<file path="src/rtl/cpu_pkg.sv">
// cpu_pkg: shared definitions for the fetch/decode slice of the CPU.
//   - opcode constants (instr[15:12])
//   - instruction field positions
//   - fetch FSM state encoding
//   - branch condition constants (instr[11:9])
package cpu_pkg;

  localparam logic [3:0] OP_ADD  = 4'h0;
  localparam logic [3:0] OP_SUB  = 4'h1;
  localparam logic [3:0] OP_AND  = 4'h2;
  localparam logic [3:0] OP_OR   = 4'h3;
  localparam logic [3:0] OP_XOR  = 4'h4;
  localparam logic [3:0] OP_SHL  = 4'h5;
  localparam logic [3:0] OP_SHR  = 4'h6;
  localparam logic [3:0] OP_ADDI = 4'h7;
  localparam logic [3:0] OP_LD   = 4'h8;
  localparam logic [3:0] OP_ST   = 4'h9;
  localparam logic [3:0] OP_LUI  = 4'hA;
  localparam logic [3:0] OP_BR   = 4'hB;
  localparam logic [3:0] OP_JAL  = 4'hC;
  localparam logic [3:0] OP_JR   = 4'hD;
  localparam logic [3:0] OP_NOP  = 4'hE;
  localparam logic [3:0] OP_EXEC = 4'hF;

  localparam int OPC_MSB  = 15;
  localparam int OPC_LSB  = 12;
  localparam int COND_MSB = 11;
  localparam int COND_LSB = 9;

  typedef enum logic [1:0] {
    ISSUE = 2'd0,
    WAIT  = 2'd1,
    HOLD  = 2'd2
  } fetch_state_t;

  localparam logic [2:0] COND_EQ   = 3'b000;
  localparam logic [2:0] COND_NE   = 3'b001;
  localparam logic [2:0] COND_LT   = 3'b010;
  localparam logic [2:0] COND_GE   = 3'b011;
  localparam logic [2:0] COND_LTU  = 3'b100;
  localparam logic [2:0] COND_GEU  = 3'b101;
  localparam logic [2:0] COND_NEV  = 3'b110;
  localparam logic [2:0] COND_TRUE = 3'b111;

endpackage

</file>
<file path="src/rtl/if_hold_reg.sv">
// if_hold_reg: one-entry buffer for a fetched instruction and its address.
// Catches a memory response that arrives while decode still holds the
// previous instruction, so memory never has to be back-pressured.
// Ports:
//   clk, rst       clock, synchronous active-high reset
//   i_wr           load i_instr/i_pc, mark full
//   i_instr, i_pc  data to store
//   i_rd           entry consumed, mark empty
//   i_clr          flush (redirect), wins over i_wr
//   o_full         entry valid
//   o_instr, o_pc  stored data
module if_hold_reg #(
  parameter int ADDR_W  = 16,
  parameter int INSTR_W = 16
) (
  input  logic               clk,
  input  logic               rst,
  input  logic               i_wr,
  input  logic [INSTR_W-1:0] i_instr,
  input  logic [ADDR_W-1:0]  i_pc,
  input  logic               i_rd,
  input  logic               i_clr,
  output logic               o_full,
  output logic [INSTR_W-1:0] o_instr,
  output logic [ADDR_W-1:0]  o_pc
);

  logic               r_full;
  logic [INSTR_W-1:0] r_instr;
  logic [ADDR_W-1:0]  r_pc;

  always_ff @(posedge clk) begin
    if (rst) begin
      r_full  <= 1'b0;
      r_instr <= '0;
      r_pc    <= '0;
    end else if (i_clr) begin
      r_full <= 1'b0;
    end else if (i_wr) begin
      r_full  <= 1'b1;
      r_instr <= i_instr;
      r_pc    <= i_pc;
    end else if (i_rd) begin
      r_full <= 1'b0;
    end
  end

  assign o_full  = r_full;
  assign o_instr = r_instr;
  assign o_pc    = r_pc;

endmodule

</file>
<file path="src/rtl/instr_fetch_unit.sv">
// instr_fetch_unit: owns the PC, fetches 16-bit instructions and presents
// them to decode with their PC and PC+1 (JAL link value).
// Ports:
//   clk, rst                 clock, synchronous active-high reset
//   imem_req/imem_addr       fetch request, accepted by memory same cycle
//   imem_rvalid/imem_rdata   response, >=1 cycle after the request
//   stall                    decode not accepting this cycle
//   redirect/redirect_pc     control-flow change, overrides stall
//   if_valid/if_instr        instruction presented to decode
//   if_opcode/if_cond        field slices of if_instr
//   if_pc/if_pc_plus1        address of if_instr and its successor
//   dbg_state                current fetch FSM state
//
// Handshakes: memory takes a request in every cycle imem_req=1 (no ready);
// exactly one response strobe imem_rvalid follows each request, and only
// one request is ever outstanding. Toward decode, the instruction moves on
// in a cycle where if_valid=1 and stall=0; while if_valid=1 and stall=1 all
// if_* outputs hold.
module instr_fetch_unit
  import cpu_pkg::*;
#(
  parameter int                ADDR_W   = 16,
  parameter int                INSTR_W  = 16,
  parameter logic [ADDR_W-1:0] RESET_PC = 16'h0000
) (
  input  logic               clk,
  input  logic               rst,
  output logic               imem_req,
  output logic [ADDR_W-1:0]  imem_addr,
  input  logic               imem_rvalid,
  input  logic [INSTR_W-1:0] imem_rdata,
  input  logic               stall,
  input  logic               redirect,
  input  logic [ADDR_W-1:0]  redirect_pc,
  output logic               if_valid,
  output logic [INSTR_W-1:0] if_instr,
  output logic [3:0]         if_opcode,
  output logic [2:0]         if_cond,
  output logic [ADDR_W-1:0]  if_pc,
  output logic [ADDR_W-1:0]  if_pc_plus1,
  output logic [1:0]         dbg_state
);

  localparam logic [ADDR_W-1:0] PC_ONE = 1;

  fetch_state_t       r_state;
  logic [ADDR_W-1:0]  r_pc;
  logic               r_kill;      // outstanding response belongs to a dead path
  logic               r_valid;
  logic [INSTR_W-1:0] r_instr;
  logic [ADDR_W-1:0]  r_out_pc;
  logic [ADDR_W-1:0]  r_out_pc_plus1;

  logic               w_consume;
  logic               w_hold_wr;
  logic               w_hold_rd;
  logic               w_hold_full;
  logic [INSTR_W-1:0] w_hold_instr;
  logic [ADDR_W-1:0]  w_hold_pc;

  assign w_consume = r_valid && !stall;

  // A good response with the output still occupied goes to the hold entry.
  assign w_hold_wr = (r_state == WAIT) && imem_rvalid && !r_kill && !redirect &&
                     r_valid && !w_consume;
  assign w_hold_rd = (r_state == HOLD) && w_consume && !redirect;

  if_hold_reg #(
    .ADDR_W  (ADDR_W),
    .INSTR_W (INSTR_W)
  ) u_hold (
    .clk     (clk),
    .rst     (rst),
    .i_wr    (w_hold_wr),
    .i_instr (imem_rdata),
    .i_pc    (r_pc),
    .i_rd    (w_hold_rd),
    .i_clr   (redirect),
    .o_full  (w_hold_full),
    .o_instr (w_hold_instr),
    .o_pc    (w_hold_pc)
  );

  always_ff @(posedge clk) begin
    if (rst) begin
      r_state        <= ISSUE;
      r_pc           <= RESET_PC;
      r_kill         <= 1'b0;
      r_valid        <= 1'b0;
      r_instr        <= '0;
      r_out_pc       <= '0;
      r_out_pc_plus1 <= '0;
    end else if (redirect) begin
      r_pc    <= redirect_pc;
      r_valid <= 1'b0;
      case (r_state)
        // The request issued this cycle, or one still in flight, is stale.
        ISSUE: begin
          r_kill  <= 1'b1;
          r_state <= WAIT;
        end
        WAIT: begin
          if (imem_rvalid) begin
            r_kill  <= 1'b0;
            r_state <= ISSUE;
          end else begin
            r_kill  <= 1'b1;
            r_state <= WAIT;
          end
        end
        default: begin
          r_kill  <= 1'b0;
          r_state <= ISSUE;
        end
      endcase
    end else begin
      if (w_consume) r_valid <= 1'b0;
      case (r_state)
        ISSUE: r_state <= WAIT;
        WAIT: begin
          if (imem_rvalid) begin
            if (r_kill) begin
              r_kill  <= 1'b0;
              r_state <= ISSUE;
            end else if (!r_valid || w_consume) begin
              r_valid        <= 1'b1;
              r_instr        <= imem_rdata;
              r_out_pc       <= r_pc;
              r_out_pc_plus1 <= r_pc + PC_ONE;
              r_pc           <= r_pc + PC_ONE;
              r_state        <= ISSUE;
            end else begin
              r_pc    <= r_pc + PC_ONE;
              r_state <= HOLD;
            end
          end
        end
        HOLD: begin
          if (w_consume && w_hold_full) begin
            r_valid        <= 1'b1;
            r_instr        <= w_hold_instr;
            r_out_pc       <= w_hold_pc;
            r_out_pc_plus1 <= w_hold_pc + PC_ONE;
            r_state        <= ISSUE;
          end
        end
        default: r_state <= ISSUE;
      endcase
    end
  end

  assign imem_req    = (r_state == ISSUE) && !rst;
  assign imem_addr   = r_pc;
  assign if_valid    = r_valid;
  assign if_instr    = r_instr;
  assign if_opcode   = r_instr[OPC_MSB:OPC_LSB];
  assign if_cond     = r_instr[COND_MSB:COND_LSB];
  assign if_pc       = r_out_pc;
  assign if_pc_plus1 = r_out_pc_plus1;
  assign dbg_state   = r_state;

endmodule

</file>
<file path="config.mk">
export PLATFORM = sky130hd
export DESIGN_NAME = instr_fetch_unit
export DESIGN_NICKNAME = d
export VERILOG_FILES = /design/src/rtl/cpu_pkg.sv /design/src/rtl/if_hold_reg.sv /design/src/rtl/instr_fetch_unit.sv
export SDC_FILE = /design/constraint.sdc
export NUM_CORES = 1
export LEC_CHECK = 0
export BUFFER_PORTS_ARGS = -buffer_cell sky130_fd_sc_hd__buf_2
export CAP_MARGIN = 20
export CORE_MARGIN = 4
export CORE_UTILIZATION = 54
export DETAILED_ROUTE_END_ITERATION = 16
export PLACE_DENSITY_LB_ADDON = 0.05
export SETUP_SLACK_MARGIN = 0.3
export SLEW_MARGIN = 20
export SYNTH_ARGS = -nofsm -noshare
export SYNTH_HDL_FRONTEND = slang
export SYNTH_SLANG_ARGS = --single-unit
</file>
<file path="constraint.sdc">
create_clock -name clk -period 2.5 [get_ports clk]
set_clock_uncertainty 0.1 [all_clocks]
set_input_delay 0.25 -clock clk [delete_from_list [all_inputs] [get_ports clk]]
set_output_delay 0.25 -clock clk [all_outputs]
set_load 0.01 [all_outputs]
</file>
## After elaboration in Yosys (flattened, before gate mapping)

Cells that the tools add are included.

| word-level totals | value |
|---|---|
| bits in registers | 101 |

| operators by class | value |
|---|---|
| bitwise logic cells | 1 |
| $add $sub $neg | 2 |
| reductions and logical operators | 28 |
| eq/ne operators | 9 |
| multiplexer cells | 40 |

Operators by type and width:

| operator | count |
|---|---|
| $mux W16 | 16 |
| $pmux W16 S2 | 3 |
| $add A16 B1 Y16 const B | 2 |
| $mux W1 | 12 |
| $logic_and A1 B1 Y1 | 10 |
| $mux W2 | 5 |
| $reduce_bool A2 Y1 | 4 |
| $logic_not A1 Y1 | 6 |
| $ne A2 B2 Y1 const B | 3 |
| $pmux W1 S2 | 3 |
| $pmux W2 S3 | 1 |
| $reduce_and A2 Y1 | 3 |
| $reduce_and A6 Y1 | 1 |
| $ne A2 B1 Y1 const B | 2 |
| $ne A3 B2 Y1 const B | 1 |
| $ne A3 B3 Y1 const B | 1 |
| $reduce_and A3 Y1 | 1 |
| $eq A2 B1 Y1 const B | 1 |
| $eq A2 B2 Y1 const B | 1 |
| $logic_not A2 Y1 | 1 |
| $reduce_or A2 Y1 | 1 |
| $logic_or A1 B1 Y1 | 1 |
| $not A1 Y1 | 1 |

## Longest topological paths before layout

Gate-level depths: netlist of the first run.

| depth | value |
|---|---|
| depth in word-level cells | 8 |
| mapped depth | 9 |
| gate-level depth less buffers | 7 |

## Hierarchy

A second synthesis of the first run with hierarchy kept.

| second synthesis, totals | value |
|---|---|
| cells, all modules | 600 |
| area total of the unflattened synthesis | 5,559.1 um^2 |

Modules (own cells, without submodules):

| module | area an instance (um^2) | times used | cells each |
|---|---|---|---|
| instr_fetch_unit | 4,058.9 | 1 | 451 |
| if_hold_reg | 1,500.2 | 1 | 149 |

## Worst setup path after synthesis of the first run

OpenSTA, ideal clock, no wires.

| path | value |
|---|---|
| kind | register to register |
| start | register r_pc[0] (netlist: imem_addr[0]) |
| end | register r_pc[12] (netlist: imem_addr[12]) |
| cell stages (with the launch flop) | 6 |
| slack | 0.331 ns |
| data arrival time | 1.978 ns |
| buffers on the path | 0 |
| path through | dfxtp_1 > ha_1 > nand3_4 > or4_4 > or3_1 > a311oi_1 |

| between the ends | value |
|---|---|
| longest elaborated chain between the ends | 5 |

RTL lines:

| item | line | text |
|---|---|---|
| start, declared | instr_fetch_unit.sv:47 | `logic [ADDR_W-1:0] r_pc;` |
| start signal, assigned | instr_fetch_unit.sv:94 | `r_pc <= redirect_pc;` |
| start signal, assigned | instr_fetch_unit.sv:130 | `r_pc <= r_pc + PC_ONE;` |
| start signal, assigned | instr_fetch_unit.sv:133 | `r_pc <= r_pc + PC_ONE;` |
| $add A16 B1 Y16 | instr_fetch_unit.sv:130, instr_fetch_unit.sv:133 |  |
| $mux W16 | instr_fetch_unit.sv:122 | `if (r_kill) begin` |
| $mux W16 | instr_fetch_unit.sv:121 | `if (imem_rvalid) begin` |
| $mux W16 | instr_fetch_unit.sv:118 | `case (r_state)` |
| $mux W16 | instr_fetch_unit.sv:93 | `end else if (redirect) begin` |

No other way between the ends. The select of a mux whose other input is x is not followed.
A chain may end at the register's enable or synchronous reset.

## Final worst setup path of the first run

| path | value |
|---|---|
| start | register r_state[0] (netlist: dbg_state[0]) |
| end | register r_pc[12] (netlist: imem_addr[12]) |

| between the ends | value |
|---|---|
| longest elaborated chain between the ends | 3 |

RTL lines:

| item | line | text |
|---|---|---|
| start, declared | instr_fetch_unit.sv:46 | `fetch_state_t r_state;` |
| start signal, assigned | instr_fetch_unit.sv:86 | `r_state <= ISSUE;` |
| start signal, assigned | instr_fetch_unit.sv:100 | `r_state <= WAIT;` |
| start signal, assigned | instr_fetch_unit.sv:105 | `r_state <= ISSUE;` |
| $eq A2 B1 Y1 | instr_fetch_unit.sv:118 |  |
| $reduce_bool A2 Y1 (no line) | -- |  |
| $reduce_and A3 Y1 (no line) | -- |  |

No other way between the ends.

==> results of run 1 <==
metrics by stage:
stage	power [mW]	worst slack, ns
floorplan	1.96	0.331
detailed placement	2.10	0.297
CTS	3.10	0.306
global route	3.23	0.292
global placement	2.09	0.418
finish	3.10	0.388
worst max-delay path by stage:
stage          cells past startpoint  slack, ns                    endpoint
2_1_floorplan                      5       0.33  imem_addr[12]$_SDFFE_PP0P_
3_3_place_gp                       8       0.42  imem_addr[15]$_SDFFE_PP0P_
3_5_place_dp                       8       0.30  imem_addr[15]$_SDFFE_PP0P_
4_1_cts                            6       0.31  imem_addr[12]$_SDFFE_PP0P_
5_1_grt                            8       0.29       if_pc[4]$_SDFFE_PP0P_
6_report                           5       0.39  imem_addr[12]$_SDFFE_PP0P_
repair_timing:
item / in CTS / in global routing
hold endpoints to repair: 1 / 0
cloned: 0 / 2
hold buffers: 1 / 0
pin swaps: 0 / 1
endpoints found under the setup margin: 3 / 41
setup buffers: 0 / 2
resized for setup: 1 / 11
layer usage:
layer | vias up | wire, um
met5 | - | 0
met3 | 14 | 709
li1 | 2234 | -
met2 | 134 | 6630
met4 | 0 | 187
met1 | 2142 | 5890
registers in the layout, summed over array words and instances (netlist names):
register,count
if_valid,1
r_kill,1
if_pc,16
if_instr,16
imem_addr,16
dbg_state,2
u_hold.o_full,1
if_pc_plus1,16
u_hold.o_instr,16
u_hold.o_pc,16
logic make-up (layout without fill, tap and decap cells):
family,after synthesis,after routing,synth area share [%]
XOR/XNOR,39,39,6.82
buffers and inverters,70,164,7.04
adder cells (fa/ha/maj),6,6,1.50
flip-flops,101,101,40.3
AND/OR/NAND/NOR,229,229,21.2
AO/OA/AOI/OAI,109,109,13.9
multiplexers,46,46,9.21
synthesized netlist by cell type, types with 2 or more instances:
master and n:
buf_4 11, a21oi_1 42, mux2i_1 45, a211oi_1 41, ha_1 6, nor2_1 76
nand4_1 8, nand3b_1 2, inv_1 11, buf_2 9, dfxtp_1 101, nand2_1 79
nand2b_1 14, buf_6 4, o211ai_1 2, nor4_1 8, nand3_1 7, xnor2_1 17
or3_1 2, o21ai_0 8, o32ai_1 6, nor3_1 20, o22ai_1 5, a31oi_1 2
nor2b_1 2, clkbuf_1 28, buf_1 3, clkbuf_2 2, xor2_1 22
critical path: cells and delay by family, from the launching register on:
family	cells	cell delay, ns
flip-flops	1	0.45
AND/OR/NAND/NOR	3	1.03
AO/OA/AOI/OAI	1	0.26
adder cells (fa/ha/maj)	1	0.19
power by group:
group          switching, mW  leakage [nW]  internal [mW]
clock network          0.560        0.0920          0.458
logic                  0.216          1.39          0.163
registers             0.0463         0.821           1.65
total                  0.822          2.30           2.28
area by class of cell:
type,instances,share of cell area (%)
repair buffers,138,13.5
clock inverters,5,1.02
flip-flops and latches,101,34.3
multi-input cells,429,46.0
clock buffers,9,2.10
well taps,108,2.29
inverters,12,0.763
==> results by group, run 1 <==
Worst setup path
  • Reg2Reg Setup Slack: slightly below 0.4 ns
  • Maximum fanout along the worst path: 6
  • Critical path arrival: around 2.3 ns
  • CP Data Required Time: about 2.7 ns
  • Setup crit end kind: flip-flop
  • Worst setup path class: flip-flop to flip-flop
  • Type of origin of the critical path: flip-flop
  • CP cell instances: ha_4 -> nand3b_1 -> or4_4 -> or3_1 -> a311oi_2
  • Worst reg2reg endpoint: imem_addr[12]$_SDFFE_PP0P_
  • Start point of the critical path: dbg_state[0]$_SDFFE_PP0P_
  • Slowest cell on crit path: or4_4
  • Max incr delay on CP: around 0.56 ns
  • FF-to-FF path depth: 5
  • Worst R2R Start: dbg_state[0]$_SDFFE_PP0P_

STA
  • Final Hold Fails: 0
  • # setup viols final: 0
  • Hold slack: ~0.011 ns
  • Worst Max-Slew Pin Slew: approximately 0.80 ns
  • Setup TNS: 0 ns
  • Max-slew violations: 0
  • Final min period: 2.11 ns
  • RSZ-0062 raised after global routing: true
  • Achievable frequency: approximately 0.47 GHz
  • Tcrit/Tclk final: a little over four fifths
  • Slew HR: ~46%

Synthesis
  • Synth area leader: dfxtp_1
  • Synth Register Bits: slightly above 100
  • Yosys top cell area share: between 40 and 50%
  • Distinct cells, synth: 46
  • Syn nets: ~640
  • Post-Synthesis Cells: 600
  • Async set-reset flop share out of synthesis: 0%
  • Post-Syn Area: around 0.0050 mm^2
  • Syn Area/Cell: approximately 8.4 um^2
  • Synth top area cells: dfxtp_1, mux2i_1, a211oi_1, nand2_1, nor2_1
  • Synth Warn #: 0
  • Ys flop type: dfxtp_1
  • Sequential share of the synthesized area: 40.3%
  • EDFF count, synth: 0

Clock network
  • CTS buffer count: 9
  • Clk_lat worst skew: 0.37 ns
  • Clock sink total: 101
  • CTS tree: done
  • H-Tree Depth: 3
  • Clock transition at path regs: approximately 0.10 ns
  • Max clock buf depth: 2
  • Root Buffer: clkbuf_8

Cells and area
  • Final non-filler cell total: roughly 800
  • Commonest non-fill, non-tap cell in the layout: buf_2
  • Nets: about 730
  • Layout Utilization: between 60% and 70%
  • Share of post-route cells with drive strength above 1: between 20% and 30%
  • FF/Latch Area: between 0.002 and 0.0025 mm^2
  • Area of the multi-input gates: around 0.0027 mm^2
  • Post-route cell area: ~0.006 mm^2
  • Layout area overhead: 17.8%
  • Most frequent cells in the layout: buf_2, dfxtp_1, nand2_1
  • N_diodes: 0
  • Fill cell count: approximately 760

Floorplan
  • I/O pins: ~110
  • Num rows: 34
  • Core area: between 0.008 and 0.009 mm^2
  • Die X: between 100 and 150 um
  • Initial core utilization: between 50% and 60%
  • Die Ht: roughly 100 um
  • Die Area: ~0.011 mm^2

Drt
  • Routed length per placed instance: 16.7 um
  • 1st-iter DRT viols: 210
  • Number of remaining DRC errors: 0
  • Drt pass-1 iters: 5
  • Post-DRT Antenna Nets: 0
  • Total number of vias: roughly 4.5k
  • Vias/cell: 5.64
  • Detailed Route WL: roughly 13000 um

Power
  • P_leak: 2.30 nW
  • Max VDD drop: between 0.0002 and 0.0003 V
  • Pwr dens: 525 mW/mm^2

GRT
  • Pin count of the biggest net entering global routing: 61
  • Gr usage total: 23.5%
  • GRT busiest layer: met2
  • M1 GR Usage: slightly above 30%
  • Grt met3 use: 3.85%
  • First-pass GRT wire length: around 21000 um
  • Grt ovf: 0
  • Initial antenna violation count: 0
  • Number of global-route vias before repair: between 4k and 5k
  • Met2 usage: ~39%

Place
  • DP HPWL: ~9200 um
  • Placed Area: around 0.0056 mm^2
  • I/O Buffers: between 100 and 150
  • Final RePlAce weighted congestion: around 0.86
  • Inst Count DP: around 800

Hold path
  • Hold-critical path depth: 3
  • Sink of the worst hold path: imem_addr[3]$_SDFFE_PP0P_
  • Worst hold path startpoint: redirect_pc[3]
  • Worst min path class: primary input to flip-flop

Run
  • Total of max-cap violations: 0

Status
  • Outcome: finished, final reports clean
Power figures use the tool's default switching activity.
==> run 2: changes to the inputs <==
Settings changed: CORE_UTILIZATION 54 to 49.
Clock period 2.5 ns to 1.9 ns, I/O delays scaled along.
==> run 2 against run 1 <==
  * The flow now finishes with violations (negative setup slack)
  * Clock power grew 44%
  * Maximum frequency rose by 2.6%
  * First-iteration DRC count up 33%
  * Flip-flop and latch count did not move
  * Non-clock buffer count is 94 higher
  * Wire length rose by 20%
  * Cell area grew 31%
  * Register-to-register slack worse by 0.55 ns
  * Worst setup slack worse by 0.55 ns
  * Via count grew 10%
==> results by group, run 2 (synthesized netlist as in run 1, its figures left out) <==
Worst setup path
  • Maximum fanout along the worst path: 5 (was 6)
  • Worst reg2reg endpoint: u_hold.o_pc[9]$_SDFFE_PP0P_ (was imem_addr[12]$_SDFFE_PP0P_)
  • Critical path arrival: 2.21 ns (was 2.29 ns)
  • CP cell instances: inv_4 -> ha_4 -> nand3b_1 -> buf_4 -> buf_6 -> or3_4 -> buf_6 -> buf_16 -> nand2_2 -> a21oi_1 (was ha_4 -> nand3b_1 -> or4_4 -> or3_1 -> a311oi_2)
  • Reg2Reg Setup Slack: -0.16 ns (was 0.39 ns)
  • Slowest cell on crit path: or3_4 (was or4_4)
  • Crit. path cell count: 10 (was 5)
  • CP delay by family, top: buffers and inverters (was simple AND/OR/NAND/NOR gates)
  • FF-to-FF path depth: 10 (was 5)
  • Type of origin of the critical path: flip-flop (unchanged)
  • Worst R2R Start: dbg_state[1]$_SDFFE_PP0P_ (was dbg_state[0]$_SDFFE_PP0P_)
  • Max incr delay on CP: 0.41 ns (was 0.56 ns)
  • Setup crit end kind: flip-flop (unchanged)
  • Most frequent CP cell: buf_6
  • CP Data Required Time: 2.05 ns (was 2.68 ns)
  • Worst setup path class: flip-flop to flip-flop (unchanged)
  • Worst path buffer plus inverter count: 5 (was 0)

Hold path
  • Sink of the worst hold path: imem_addr[14]$_SDFFE_PP0P_ (was imem_addr[3]$_SDFFE_PP0P_)
  • Worst hold path startpoint: redirect_pc[14] (was redirect_pc[3])
  • Worst min path class: primary input to flip-flop (unchanged)
  • Hold-critical path depth: 3 (unchanged)

Clock network
  • CTS buffer count: 9 (unchanged)
  • Root Buffer: clkbuf_8 (unchanged)
  • CTS tree: done (unchanged)
  • Clock sink total: 101 (unchanged)
  • Clock transition at path regs: 0.10 ns (about the same)
  • Clk_lat worst skew: 0.38 ns (was 0.37 ns)
  • H-Tree Depth: 3 (unchanged)
  • Max clock buf depth: 2 (unchanged)

Cells and area
  • Final non-filler cell total: 923 (was 802)
  • Nets: 828 (was 734)
  • Post-route cell area: 0.00771 mm^2 (was 0.00590 mm^2)
  • Layout area overhead: 54.0% (was 17.8%)
  • Most frequent cells in the layout: buf_2, dfxtp_1, nor2_1 (was buf_2, dfxtp_1, nand2_1)
  • Share of post-route cells with drive strength above 1: 44.9% (was 24.2%)
  • N_diodes: 0 (unchanged)
  • Commonest non-fill, non-tap cell in the layout: buf_2 (unchanged)

Place
  • I/O Buffers: 111 (unchanged)
  • DP HPWL: 9510 um (was 9170 um)
  • Final RePlAce weighted congestion: 0.884 (was 0.860)
  • Inst Count DP: 839 (was 783)
  • Post-Place Worst Slack: -0.0658 ns (was 0.297 ns)
  • Placed Area: 0.00604 mm^2 (was 0.00561 mm^2)

Run
  • Total of max-cap violations: 0 (unchanged)

STA
  • Slew HR: 68.1% (was 46.3%)
  • Max-slew violations: 0 (unchanged)
  • Achievable frequency: 0.486 GHz (was 0.473 GHz)
  • Final Hold Fails: 0 (unchanged)
  • Final setup margin: -0.158 ns (was 0.388 ns)
  • Final min period: 2.06 ns (was 2.11 ns)
  • Hold slack: 0.0209 ns (was 0.0111 ns)
  • Tcrit/Tclk final: 108% (was 84.5%)
  • RSZ-0062 raised after global routing: true (unchanged)
  • Setup TNS: -3.66 ns (was 0 ns)
  • Worst Max-Slew Pin Slew: 0.478 ns (was 0.804 ns)
  • # setup viols final: 73 (was 0)

Drt
  • Vias/cell: 5.41 (was 5.64)
  • Drt pass-1 iters: 7 (was 5)
  • Number of remaining DRC errors: 0 (unchanged)
  • Total number of vias: 4992 (was 4524)
  • 1st-iter DRT viols: 280 (was 210)
  • Post-DRT Antenna Nets: 0 (unchanged)
  • Routed length per placed instance: 17.5 um (was 16.7 um)
  • Detailed Route WL: 16100 um (was 13400 um)

Floorplan
  • I/O pins: 112 (unchanged)
  • Die Area: 0.0119 mm^2 (was 0.0109 mm^2)
  • Num rows: 36 (was 34)
  • Die Ht: 109 um (was 104 um)
  • Initial core utilization: 50.8% (was 56.4%)
  • Die X: 109 um (was 104 um)
  • Core area: 0.00986 mm^2 (was 0.00889 mm^2)

Power
  • Pwr dens: 574 mW/mm^2 (was 525 mW/mm^2)
  • P_leak: 3.05 nW (was 2.30 nW)
  • Max VDD drop: 0.000359 V (was 0.000281 V)

GRT
  • Number of global-route vias before repair: 4747 (was 4257)
  • Gr usage total: 25.9% (was 23.5%)
  • First-pass GRT wire length: 24000 um (was 21200 um)
  • Grt ovf: 0 (unchanged)
  • Initial antenna violation count: 0 (unchanged)
  • Pin count of the biggest net entering global routing: 42 (was 61)

Status
  • Outcome: finished, violations left (was finished, final reports clean)
  • Failing checks: negative setup slack
==> run 2: where the power goes <==
group	switching (mW)	internal (mW)	leakage, nW
logic	0.381	0.346	2.11
registers	0.0535	2.18	0.825
clock network	0.749	0.722	0.110
==> run 2: metrics by stage <==
| stage | power (mW) | utilization, % |
|---|---|---|
| 2_1_floorplan | 2.61 | - |
| 3_3_place_gp | 2.79 | 61.2 |
| 3_5_place_dp | 2.80 | 61.2 |
| 4_1_cts | 4.38 | 72.9 |
| 5_1_grt | 4.60 | 78.2 |
| 6_report | 4.43 | 78.2 |
==> run 2: timing repair <==
| item | in CTS | in global routing |
|---|---|---|
| endpoints found under the hold margin | 27 | 0 |
| resized for setup | 73 | 105 |
| pin swaps | 27 | 19 |
| endpoints found under the setup margin | 94 | 101 |
| cloned | 6 | 3 |
| setup buffers | 20 | 12 |
| hold buffers | 27 | 0 |
==> run 2: cell type report <==
type / count / area (um^2)
multi-input cells: 429 / 3330
fillers: 648 / 2150
flip-flops and latches: 101 / 2040
repair buffers: 232 / 1910
well taps: 133 / 166
clock buffers: 11 / 163
clock inverters: 5 / 56.3
inverters: 12 / 48.8
==> run 2: metal layers <==
metal	routed length [um]	track usage [%]	vias to the layer above
li1	-	-	2427
met1	6870	33.1	2369
met2	7860	43.7	172
met3	1120	3.61	24
met4	283	11.1	0
met5	0	0	-
==> run 2: worst max path at each step <==
stage               slack [ns]                     endpoint                      start
floorplan                 0.07   imem_addr[12]$_SDFFE_PP0P_  imem_addr[1]$_SDFFE_PP0P_
global placement          0.01        if_pc[2]$_SDFFE_PP0P_  dbg_state[1]$_SDFFE_PP0P_
detailed placement       -0.07        if_pc[3]$_SDFFE_PP0P_  dbg_state[1]$_SDFFE_PP0P_
CTS                      -0.02   imem_addr[12]$_SDFFE_PP0P_  dbg_state[1]$_SDFFE_PP0P_
global route             -0.26   imem_addr[11]$_SDFFE_PP0P_  dbg_state[1]$_SDFFE_PP0P_
finish                   -0.16  u_hold.o_pc[9]$_SDFFE_PP0P_  dbg_state[1]$_SDFFE_PP0P_
==> run 2: worst min-delay path: stages <==
cell      delay (ns)
buf_2           0.11
nor2_1          0.10
a211oi_1        0.06
